$ cat src/rtl/i2c_pkg.sv
// Shared definitions for the I2C bus arbiter.
//   arb_state_e     : arbiter FSM state encoding
//   TIMEOUT_DEFAULT : default cycle budget for WAIT_START plus WAIT_STOP
package i2c_pkg;

   typedef enum logic [2:0] {
      StIdle,
      StIssue,
      StWaitStart,
      StWaitStop,
      StDone
   } arb_state_e;

   localparam logic [15:0] TIMEOUT_DEFAULT = 16'd1023;

endpackage

$ cat src/rtl/i2c_rr_picker.sv
// Two-way round-robin picker.
//   req0, req1 : level requests
//   last_id    : requester served most recently
//   winner     : id of the requester to grant (meaningful when valid)
//   valid      : at least one request is pending
module i2c_rr_picker (
   input  logic req0,
   input  logic req1,
   input  logic last_id,
   output logic winner,
   output logic valid
);

   always_comb begin
      valid = req0 | req1;
      // Contention goes to whoever was not served last; a lone request always wins.
      if (req0 && req1) begin
         winner = ~last_id;
      end else begin
         winner = req1;
      end
   end

endmodule

$ cat src/rtl/i2c_bus_arbiter.sv
// Arbitrates two requesters onto one I2C transaction generator.
//   clk, rst                      : clock, asynchronous active-low reset
//   req/rnw/addr/wr_data 0 and 1  : requester transaction requests
//   grant0/1, done0/1, err        : ownership, completion pulse, timeout flag
//   rd_data                       : read result, valid with done
//   gen_start_stb, gen_rnw,
//   gen_i2c_addr, gen_wr_data     : latched request presented to the generator
//   gen_scl, gen_sda_out,
//   gen_sda_oe, gen_rd_data       : generator bus outputs and read data
module i2c_bus_arbiter
   import i2c_pkg::*;
#(
   parameter logic [15:0] TIMEOUT_CYCLES = TIMEOUT_DEFAULT
) (
   input  logic        clk,
   input  logic        rst,
   input  logic        req0,
   input  logic        req1,
   input  logic        rnw0,
   input  logic        rnw1,
   input  logic [6:0]  addr0,
   input  logic [6:0]  addr1,
   input  logic [15:0] wr_data0,
   input  logic [15:0] wr_data1,
   output logic        grant0,
   output logic        grant1,
   output logic        done0,
   output logic        done1,
   output logic        err,
   output logic [15:0] rd_data,
   output logic        gen_start_stb,
   output logic        gen_rnw,
   output logic [6:0]  gen_i2c_addr,
   output logic [15:0] gen_wr_data,
   input  logic        gen_scl,
   input  logic        gen_sda_out,
   input  logic        gen_sda_oe,
   input  logic [15:0] gen_rd_data
);

   arb_state_e  state;
   logic        last_id;
   logic        cur_id;
   logic        sda_dly;
   logic [15:0] tmo_cnt;
   logic [15:0] tmo_inc;
   logic        tmo_hit;
   logic        start_det;
   logic        stop_det;
   logic        end_txn;
   logic        end_err;
   logic        pick_id;
   logic        pick_valid;

   i2c_rr_picker u_picker (
      .req0    (req0),
      .req1    (req1),
      .last_id (last_id),
      .winner  (pick_id),
      .valid   (pick_valid)
   );

   assign start_det = gen_sda_oe & gen_scl & ~gen_sda_out & sda_dly;
   assign stop_det  = gen_sda_oe & gen_scl & gen_sda_out & ~sda_dly;

   // The abort lands on the edge where the counter reaches TIMEOUT_CYCLES, so exactly
   // TIMEOUT_CYCLES cycles are spent waiting.
   assign tmo_inc = tmo_cnt + 16'd1;
   assign tmo_hit = (tmo_inc == TIMEOUT_CYCLES);

   // STOP outranks a coincident timeout; START never ends a transaction.
   always_comb begin
      end_txn = 1'b0;
      end_err = 1'b0;
      if (state == StWaitStop && stop_det) begin
         end_txn = 1'b1;
      end else if ((state == StWaitStart || state == StWaitStop) && tmo_hit) begin
         end_txn = 1'b1;
         end_err = 1'b1;
      end
   end

   always_ff @(posedge clk or negedge rst) begin
      if (!rst) begin
         state         <= StIdle;
         last_id       <= 1'b1;
         cur_id        <= 1'b0;
         sda_dly       <= 1'b1;
         tmo_cnt       <= 16'd0;
         grant0        <= 1'b0;
         grant1        <= 1'b0;
         done0         <= 1'b0;
         done1         <= 1'b0;
         err           <= 1'b0;
         rd_data       <= 16'd0;
         gen_start_stb <= 1'b0;
         gen_rnw       <= 1'b0;
         gen_i2c_addr  <= 7'd0;
         gen_wr_data   <= 16'd0;
      end else begin
         sda_dly <= gen_sda_out;
         case (state)
            StIdle: begin
               if (pick_valid) begin
                  state         <= StIssue;
                  cur_id        <= pick_id;
                  grant0        <= ~pick_id;
                  grant1        <= pick_id;
                  gen_start_stb <= 1'b1;
                  gen_rnw       <= pick_id ? rnw1 : rnw0;
                  gen_i2c_addr  <= pick_id ? addr1 : addr0;
                  gen_wr_data   <= pick_id ? wr_data1 : wr_data0;
               end
            end
            StIssue: begin
               gen_start_stb <= 1'b0;
               tmo_cnt       <= 16'd0;
               state         <= StWaitStart;
            end
            StWaitStart, StWaitStop: begin
               tmo_cnt <= tmo_inc;
               if (end_txn) begin
                  state <= StDone;
                  done0 <= ~cur_id;
                  done1 <= cur_id;
                  err   <= end_err;
                  if (gen_rnw) begin
                     rd_data <= gen_rd_data;
                  end
               end else if (state == StWaitStart && start_det) begin
                  state <= StWaitStop;
               end
            end
            StDone: begin
               done0   <= 1'b0;
               done1   <= 1'b0;
               grant0  <= 1'b0;
               grant1  <= 1'b0;
               last_id <= cur_id;
               state   <= StIdle;
            end
            default: state <= StIdle;
         endcase
      end
   end

endmodule
$ cat config.mk
export PLATFORM = sky130hd
export DESIGN_NAME = i2c_bus_arbiter
export DESIGN_NICKNAME = d
export VERILOG_FILES = /design/src/rtl/i2c_pkg.sv /design/src/rtl/i2c_rr_picker.sv /design/src/rtl/i2c_bus_arbiter.sv
export SDC_FILE = /design/constraint.sdc
export NUM_CORES = 1
export LEC_CHECK = 0
export CELL_PAD_IN_SITES_DETAIL_PLACEMENT = 0
export CELL_PAD_IN_SITES_GLOBAL_PLACEMENT = 1
export CORE_MARGIN = 1
export CORE_UTILIZATION = 51
export CTS_CLUSTER_DIAMETER = 60
export DETAILED_ROUTE_END_ITERATION = 10
export DONT_BUFFER_PORTS = 1
export MAX_ROUTING_LAYER = met4
export PLACE_DENSITY_LB_ADDON = 0.15
export RECOVER_POWER = 50
export SYNTH_ARGS = -nofsm -noshare
export SYNTH_HDL_FRONTEND = slang
export SYNTH_SLANG_ARGS = --single-unit
$ cat constraint.sdc
create_clock -name clk -period 7.37 [get_ports clk]
set_clock_uncertainty 0.15 [all_clocks]
set_input_delay 1.1055 -clock clk [delete_from_list [all_inputs] [get_ports clk]]
set_output_delay 1.1055 -clock clk [all_outputs]
set_load 0.05 [all_outputs]
==> impl_metrics.py, run 1 <==
metrics = {
    "detailed_routing": {
        "vias_per_cell": 5.73,
        "drt-initial-drc-count": 73,
        "drc": 0,
        "firstDrtPassIters": 4,
        "wl_per_cell_um": 16.7,
        "postRouteAntennaNets": 0,
        "routed-via-count": 2265,
        "totalWireLength_mm": 6.60,
    },
    "die": {
        "die_width_um": 82.8,
        "die_area_um2": 6850,
        "start_util_pct": 52.7,
        "ios": 117,
        "core-area_um2": 6310,
        "fp.dieH_um": 82.8,
        "num_rows": 29,
    },
    "placement": {
        "gp_congestion": 0.824,
        "dpl_cell_area_um2": 3360,
        "port_buffers": 0,
        "dp_hpwl_mm": 4.61,
    },
    "clocking": {
        "post_cts_buffers": 0,
        "holdBufCountCts": 0,
        "clk_latency_ns": 0.35,
        "h-tree-depth": 3,
        "cts_buffers": 9,
        "clkSinkCount": 68,
        "cts.clk_slew.worst_paths_ns": 0.08,
        "clock_path_buffers": 2,
        "ctsResizeCount": 0,
        "cts_tree": "yes",
        "cts.root.buffer_cell": "clkbuf_8",
    },
    "timing": {
        "worst_pin_slew_ns": 1.01,
        "rsz0062_at_grt": "false",
        "final_hold_viol_count": 0,
        "fmax_mhz": 290,
        "slew_headroom_pct": 32.2,
        "fin_crit_ns": 3.45,
        "setup_tns_ns": 0,
        "setup_violations": 0,
        "slew_violations": 0,
        "fin_crit_sh_pct": 46.8,
    },
    "hold_path": {
        "hold_path.class": "input pin to asynchronous set/reset pin",
    },
    "logic_synthesis": {
        "yosysUniqueCellTypes": 51,
        "synth_edf_count": 0,
        "syn_avg_cell_area_um2": 10.4,
        "synth_seq_cells": 68,
        "synth_nets": 392,
        "syn-cell-area_um2": 3330,
        "async_flop_share_pct": 100,
        "ys.flop_type": "dfrtp_1",
        "ys_seq_area_share_pct": 51.2,
        "postSynthCellCount": 319,
        "yosysWarnings": 0,
    },
    "power": {
        "ir_drop_mv": 0.273,
        "leakagePower_nw": 1.57,
        "power_density_nw_per_um2": 449,
    },
    "finish": {
        "layout_commonest_cell": "dfrtp_1",
        "layout_common_cells": "dfrtp_1 (66), o21ai_0 (56), nand2_1 (53)",
        "nets": 386,
        "ff_latch_area_um2": 1700,
        "multi_input_area_um2": 1520,
        "antenna_cells": 0,
        "syn_to_final_growth_pct": 6.28,
        "fillers": 576,
        "drive_gt1_share_pct": 15.1,
        "final_area_um2": 3540,
    },
    "global_routing": {
        "grt_util_all_layers_pct": 21.0,
        "antenna_found_initial": 0,
        "first_global_vias": 2116,
        "grt_start_max_net_pins": 69,
        "overflow": 0,
        "grt_pass1_wl_mm": 10.2,
    },
    "run_status": {
        "status": "completed",
    },
    "critical_path": {
        "arrival_ns": 3.54,
        "path_class": "flip-flop to flip-flop",
        "startpoint_type": "flip-flop",
        "crit_fanout": 16,
        "required_ns": 7.46,
        "worstSetupEndpointType": "flip-flop",
    },
    "run": {
        "drv_cap": 0,
    },
}
routing by layer:
layer	share of wire (%)	wire, um	GRT usage [%]
met5	0	0	-
met4	1.8	119	11.4
met3	5.3	352	4.62
met2	49	3260	32.1
met1	43	2870	25.8
through the flow:
step           hold WS, ns  setup WS, ns  power [W]  std cells  utilization, %
2_1_floorplan        0.337          4.66    0.00122        319               -
3_3_place_gp         0.377          4.48    0.00128        379            53.3
3_5_place_dp         0.389          4.37    0.00129        379            53.3
4_1_cts              0.282          4.33    0.00160        395            56.4
5_1_grt              0.276          3.57    0.00167        395            56.0
6_report             0.294          3.92    0.00159        395            56.0
cells by family after synthesis:
group	count (synthesis)	synth area share (%)
xor+xnor	6	1.58
mux	41	14.1
flops	68	51.2
simple gates	102	15.7
fa+ha+maj	2	0.752
buf+inv	21	2.86
compound gates	79	13.8
cell usage after synthesis, types with 2 or more instances:
| cell | n | area [um2] |
|---|---|---|
| o31ai_1 | 4 | 30.0 |
| buf_1 | 4 | 15.0 |
| xnor2_1 | 4 | 35.0 |
| o21ai_0 | 56 | 280 |
| dfstp_2 | 2 | 52.6 |
| mux2i_1 | 24 | 240 |
| nor3_1 | 7 | 35.0 |
| nor4_4 | 2 | 42.5 |
| nand2_1 | 53 | 199 |
| nand4_1 | 2 | 12.5 |
| buf_4 | 2 | 15.0 |
| mux2_4 | 10 | 150 |
| mux2_2 | 7 | 78.8 |
| xor2_1 | 2 | 17.5 |
| o21a_1 | 2 | 15.0 |
| nor4_1 | 4 | 25.0 |
| nor2_1 | 10 | 37.5 |
| dfrtp_1 | 66 | 1650 |
| nand3_1 | 7 | 35.0 |
| a31oi_1 | 3 | 18.8 |
| nand3_2 | 2 | 20.0 |
| clkbuf_1 | 10 | 37.5 |
| ha_1 | 2 | 25.0 |
| a21oi_1 | 4 | 20.0 |
| nand2b_1 | 2 | 12.5 |
| inv_1 | 3 | 11.3 |
critical path, cell delays in order, from the launching register on:
cell,delay [ns]
dfrtp_1,0.47
ha_1,0.31
nand4_1,0.31
nor4_1,0.67
nor3_1,0.13
o221ai_2,0.27
nor4_4,0.09
o21ai_4,0.53
mux2_2,0.41
power breakdown:
part	switching (W)	leakage [nW]	internal, W
clock	0.000153	0.101	0.000158
combinational	0.000142	0.595	0.000125
sequential	0.000512	0.872	0.000498
final timing paths:
kind | start | endpoint | slack, ns | depth (start not counted)
max | tmo_cnt[0]$_DFFE_PN0P_ | rd_data[5]$_DFFE_PN0P_ | 3.92 | 8
min | rst | tmo_cnt[3]$_DFFE_PN0P_ | 0.29 | 0
max reg2reg | tmo_cnt[0]$_DFFE_PN0P_ | rd_data[5]$_DFFE_PN0P_ | 3.92 | 8
min reg2reg | tmo_cnt[7]$_DFFE_PN0P_ | tmo_cnt[7]$_DFFE_PN0P_ | 0.41 | 1
max in group asynchronous | rst | last_id$_DFFE_PN1P_ | 6.59 | 0
min in group clk | tmo_cnt[7]$_DFFE_PN0P_ | tmo_cnt[7]$_DFFE_PN0P_ | 0.41 | 1
registers in the layout, summed over array words and instances, names as in the netlist, 3 cells and up:
register	flops
rd_data	16
gen_wr_data	16
gen_i2c_addr	7
state	3
tmo_cnt	16
area by class of cell:
type | instances | share of cell area, %
Sequential cell | 68 | 48.2
Clock inverter | 7 | 2.16
Timing Repair Buffer | 1 | 0.212
Inverter | 3 | 0.318
Clock buffer | 9 | 3.50
Multi-Input combinational cell | 230 | 42.9
Tap cell | 77 | 2.72
No activity file was read; power rests on OpenSTA's default activity.
==> run 2, diff against run 1 <==
--- a/config.mk
+++ b/config.mk
@@ -5,10 +5,11 @@
 export SDC_FILE = /design/constraint.sdc
 export NUM_CORES = 1
 export LEC_CHECK = 0
+export ABC_AREA = 1
 export CELL_PAD_IN_SITES_DETAIL_PLACEMENT = 0
 export CELL_PAD_IN_SITES_GLOBAL_PLACEMENT = 1
 export CORE_MARGIN = 1
-export CORE_UTILIZATION = 51
+export CORE_UTILIZATION = 45
 export CTS_CLUSTER_DIAMETER = 60
 export DETAILED_ROUTE_END_ITERATION = 10
 export DONT_BUFFER_PORTS = 1
==> constraint.sdc (replaced) <==
create_clock -name clk -period 3.6 [get_ports clk]
set_clock_uncertainty 0.15 [all_clocks]
set_input_delay 0.54 -clock clk [delete_from_list [all_inputs] [get_ports clk]]
set_output_delay 0.54 -clock clk [all_outputs]
set_load 0.05 [all_outputs]
==> run 2 against run 1 <==
Compared with the run above: the run now ends with max-capacitance violations, max-slew violations left; non-clock buffer count rose by 4; sequential share of layout area fell by 0.69 points; critical path depth rose by 1; clock-buffer cell count rose by 1; fmax rose by 27%; area after synthesis fell by 1.0%; die area rose by 12%; combinational power rose by 120%; synthesized cell count rose by 30%; hold slack got worse by 0.25 ns; routed wire length rose by 12%; first-iteration DRC count rose by 59%; critical path type unchanged; highest routed layer unchanged.
==> impl_metrics.py, run 2 <==
metrics = {
    "run_status": {
        "status": "finished with violations",
        "failed_checks": "max-capacitance violations, max-slew violations",
    },
    "placement": {
        "gp_congestion": 0.833,
        "dp_hpwl_mm": 5.13,
        "port_buffers": 0,
    },
    "logic_synthesis": {
        "syn_avg_cell_area_um2": 7.95,
        "synth_nets": 487,
        "postSynthCellCount": 414,
        "yosysUniqueCellTypes": 28,
        "syn-cell-area_um2": 3290,
        "yosys.cell_count.top_type": "nand2_1",
        "ys_seq_area_share_pct": 51.7,
        "yosys-top-cells-count": "nand2_1 (116), dfrtp_1 (66), o21ai_0 (55)",
        "ys.flop_type": "dfrtp_1",
        "synth_top_cell_by_area": "dfrtp_1",
        "netlist.area_leader.share_pct": 50.2,
        "synth_edf_count": 0,
        "yosysWarnings": 0,
        "ys_top_cells_by_area": "dfrtp_1 (50%), nand2_1 (13%), o21ai_0 (8.4%)",
        "synth_seq_cells": 68,
        "async_flop_share_pct": 100,
    },
    "timing": {
        "rsz0062_at_grt": "false",
        "slew_headroom_pct": -11.2,
        "final_hold_viol_count": 0,
        "fmax_mhz": 368,
        "fin_crit_ns": 2.71,
        "slew_violations": 69,
        "setup_tns_ns": 0,
        "worst_pin_slew_ns": 1.67,
        "setup_violations": 0,
        "fin_crit_sh_pct": 75.4,
    },
    "critical_path": {
        "startpoint_type": "flip-flop",
        "worstSetupEndpointType": "flip-flop",
        "arrival_ns": 2.80,
        "required_ns": 3.68,
        "path_class": "flip-flop to flip-flop",
        "crit_fanout": 21,
    },
    "detailed_routing": {
        "drt-initial-drc-count": 116,
        "wl_per_cell_um": 14.4,
        "routed-via-count": 2670,
        "totalWireLength_mm": 7.42,
        "postRouteAntennaNets": 0,
        "vias_per_cell": 5.18,
        "firstDrtPassIters": 4,
        "drc": 0,
    },
    "finish": {
        "antenna_cells": 0,
        "layout_common_cells": "nand2_1 (116), dfrtp_1 (66), o21ai_0 (55)",
        "syn_to_final_growth_pct": 8.93,
        "reg_top3": "gen_wr_data x16, rd_data x16, tmo_cnt x16",
        "final_util_pct": 51.7,
        "drive_gt1_share_pct": 8.59,
        "layout_commonest_cell": "nand2_1",
        "fillers": 640,
        "nets": 487,
    },
    "clocking": {
        "post_cts_buffers": 0,
        "cts_buffers": 9,
        "clkSinkCount": 68,
        "cts.root.buffer_cell": "clkbuf_8",
        "ctsResizeCount": 0,
        "holdBufCountCts": 2,
        "clk_latency_ns": 0.35,
        "h-tree-depth": 3,
        "cts_tree": "yes",
        "clock_path_buffers": 2,
        "cts.clk_slew.worst_paths_ns": 0.08,
    },
    "global_routing": {
        "grt_util_all_layers_pct": 21.2,
        "antenna_found_initial": 0,
        "grt_start_max_net_pins": 69,
        "overflow": 0,
        "first_global_vias": 2477,
        "grt_pass1_wl_mm": 11.8,
    },
    "die": {
        "die_width_um": 87.5,
        "ios": 117,
        "die_area_um2": 7660,
        "core-area_um2": 6940,
        "num_rows": 30,
        "start_util_pct": 47.4,
        "fp.dieH_um": 87.5,
    },
    "hold_path": {
        "hold_path.class": "input pin to flip-flop",
    },
    "run": {
        "drv_cap": 1,
    },
    "power": {
        "power_density_nw_per_um2": 932,
        "ir_drop_mv": 0.532,
        "leakagePower_nw": 1.65,
    },
}
-- run 2: cell types whose count changed after synthesis, sizes merged, moves of 8 or more --
cell,delta
inv,+30
mux2,-17
mux2i,-24
nand2,+66
nand3,+27
nor2,+38
o21ai,+8
-- run 2: worst paths after layout --
path / start / endpoint / slack, ns / depth (start not counted)
worst min-delay path: gen_sda_out / sda_dly$_DFF_PN1_ / 0.04 / 0
max in group asynchronous: rst / gen_wr_data[11]$_DFFE_PN0P_ / 1.27 / 2
worst max-delay path: state[2]$_DFFE_PN0P_ / rd_data[6]$_DFFE_PN0P_ / 0.89 / 9
worst min register to register: last_id$_DFFE_PN1P_ / last_id$_DFFE_PN1P_ / 0.37 / 2
worst max register to register: state[2]$_DFFE_PN0P_ / rd_data[6]$_DFFE_PN0P_ / 0.89 / 9
min in group asynchronous: rst / tmo_cnt[12]$_DFFE_PN0P_ / 1.03 / 2
-- run 2: worst max-delay path: stages, from the launching register on --
cell      delay (ns)
dfrtp_1         0.41
nor2_1          0.11
clkbuf_1        0.45
inv_1           0.34
nor4_1          0.35
inv_1           0.18
nand2_4         0.26
nand2_4         0.18
nand2_1         0.12
nand2_1         0.06
-- run 2: report_power, final --
| group | total, W | switching [W] | internal (W) |
|---|---|---|---|
| sequential | 0.00205 | 0.00103 | 0.00102 |
| clock | 0.000715 | 0.000306 | 0.000409 |
| combinational | 0.000579 | 0.000373 | 0.000206 |
| total | 0.00334 | 0.00171 | 0.00164 |
-- run 2: metal layers --
metal / up-vias / track usage, % / part of all wire (%)
li1: 1347 / - / -
met1: 1216 / 27.6 / 46
met2: 96 / 30.7 / 45
met3: 11 / 6.88 / 7.7
met4: 0 / 7.90 / 1.4
met5: - / - / 0
-- run 2: kinds of logic (layout without fill, tap and decap cells) --
kind of cell               after synthesis  after routing  synth area share, %
AOI/OAI and AO/OA                       77             77                 12.4
buffers and inverters                   50             55                 6.42
and+or+nand+nor                        216            216                 28.4
DFF                                     68             68                 51.7
xor gates and xnor gates                 1              1                0.266
adders and majority gates                2              2                0.760
-- run 2: area by class of cell --
class | count | area [um2] | area share [%]
clock buffers | 10 | 138 | 3.84
clock inverters | 6 | 86.3 | 2.41
well taps | 96 | 120 | 3.35
flip-flops and latches | 68 | 1700 | 47.5
repair buffers | 5 | 33.8 | 0.942
inverters | 34 | 128 | 3.56
multi-input cells | 296 | 1380 | 38.4
-- run 2: metrics by stage --
stage,setup WS [ns],instance area (um2),hold slack [ns],instances,power [W]
floorplan,1.55,3290,0.0944,414,0.00247
global placement,1.14,3350,0.0966,497,0.00263
detailed placement,1.05,3350,0.0975,497,0.00265
CTS,1.04,3610,0.0213,515,0.00338
global route,0.538,3590,0.0142,515,0.00355
finish,0.886,3590,0.0403,515,0.00334
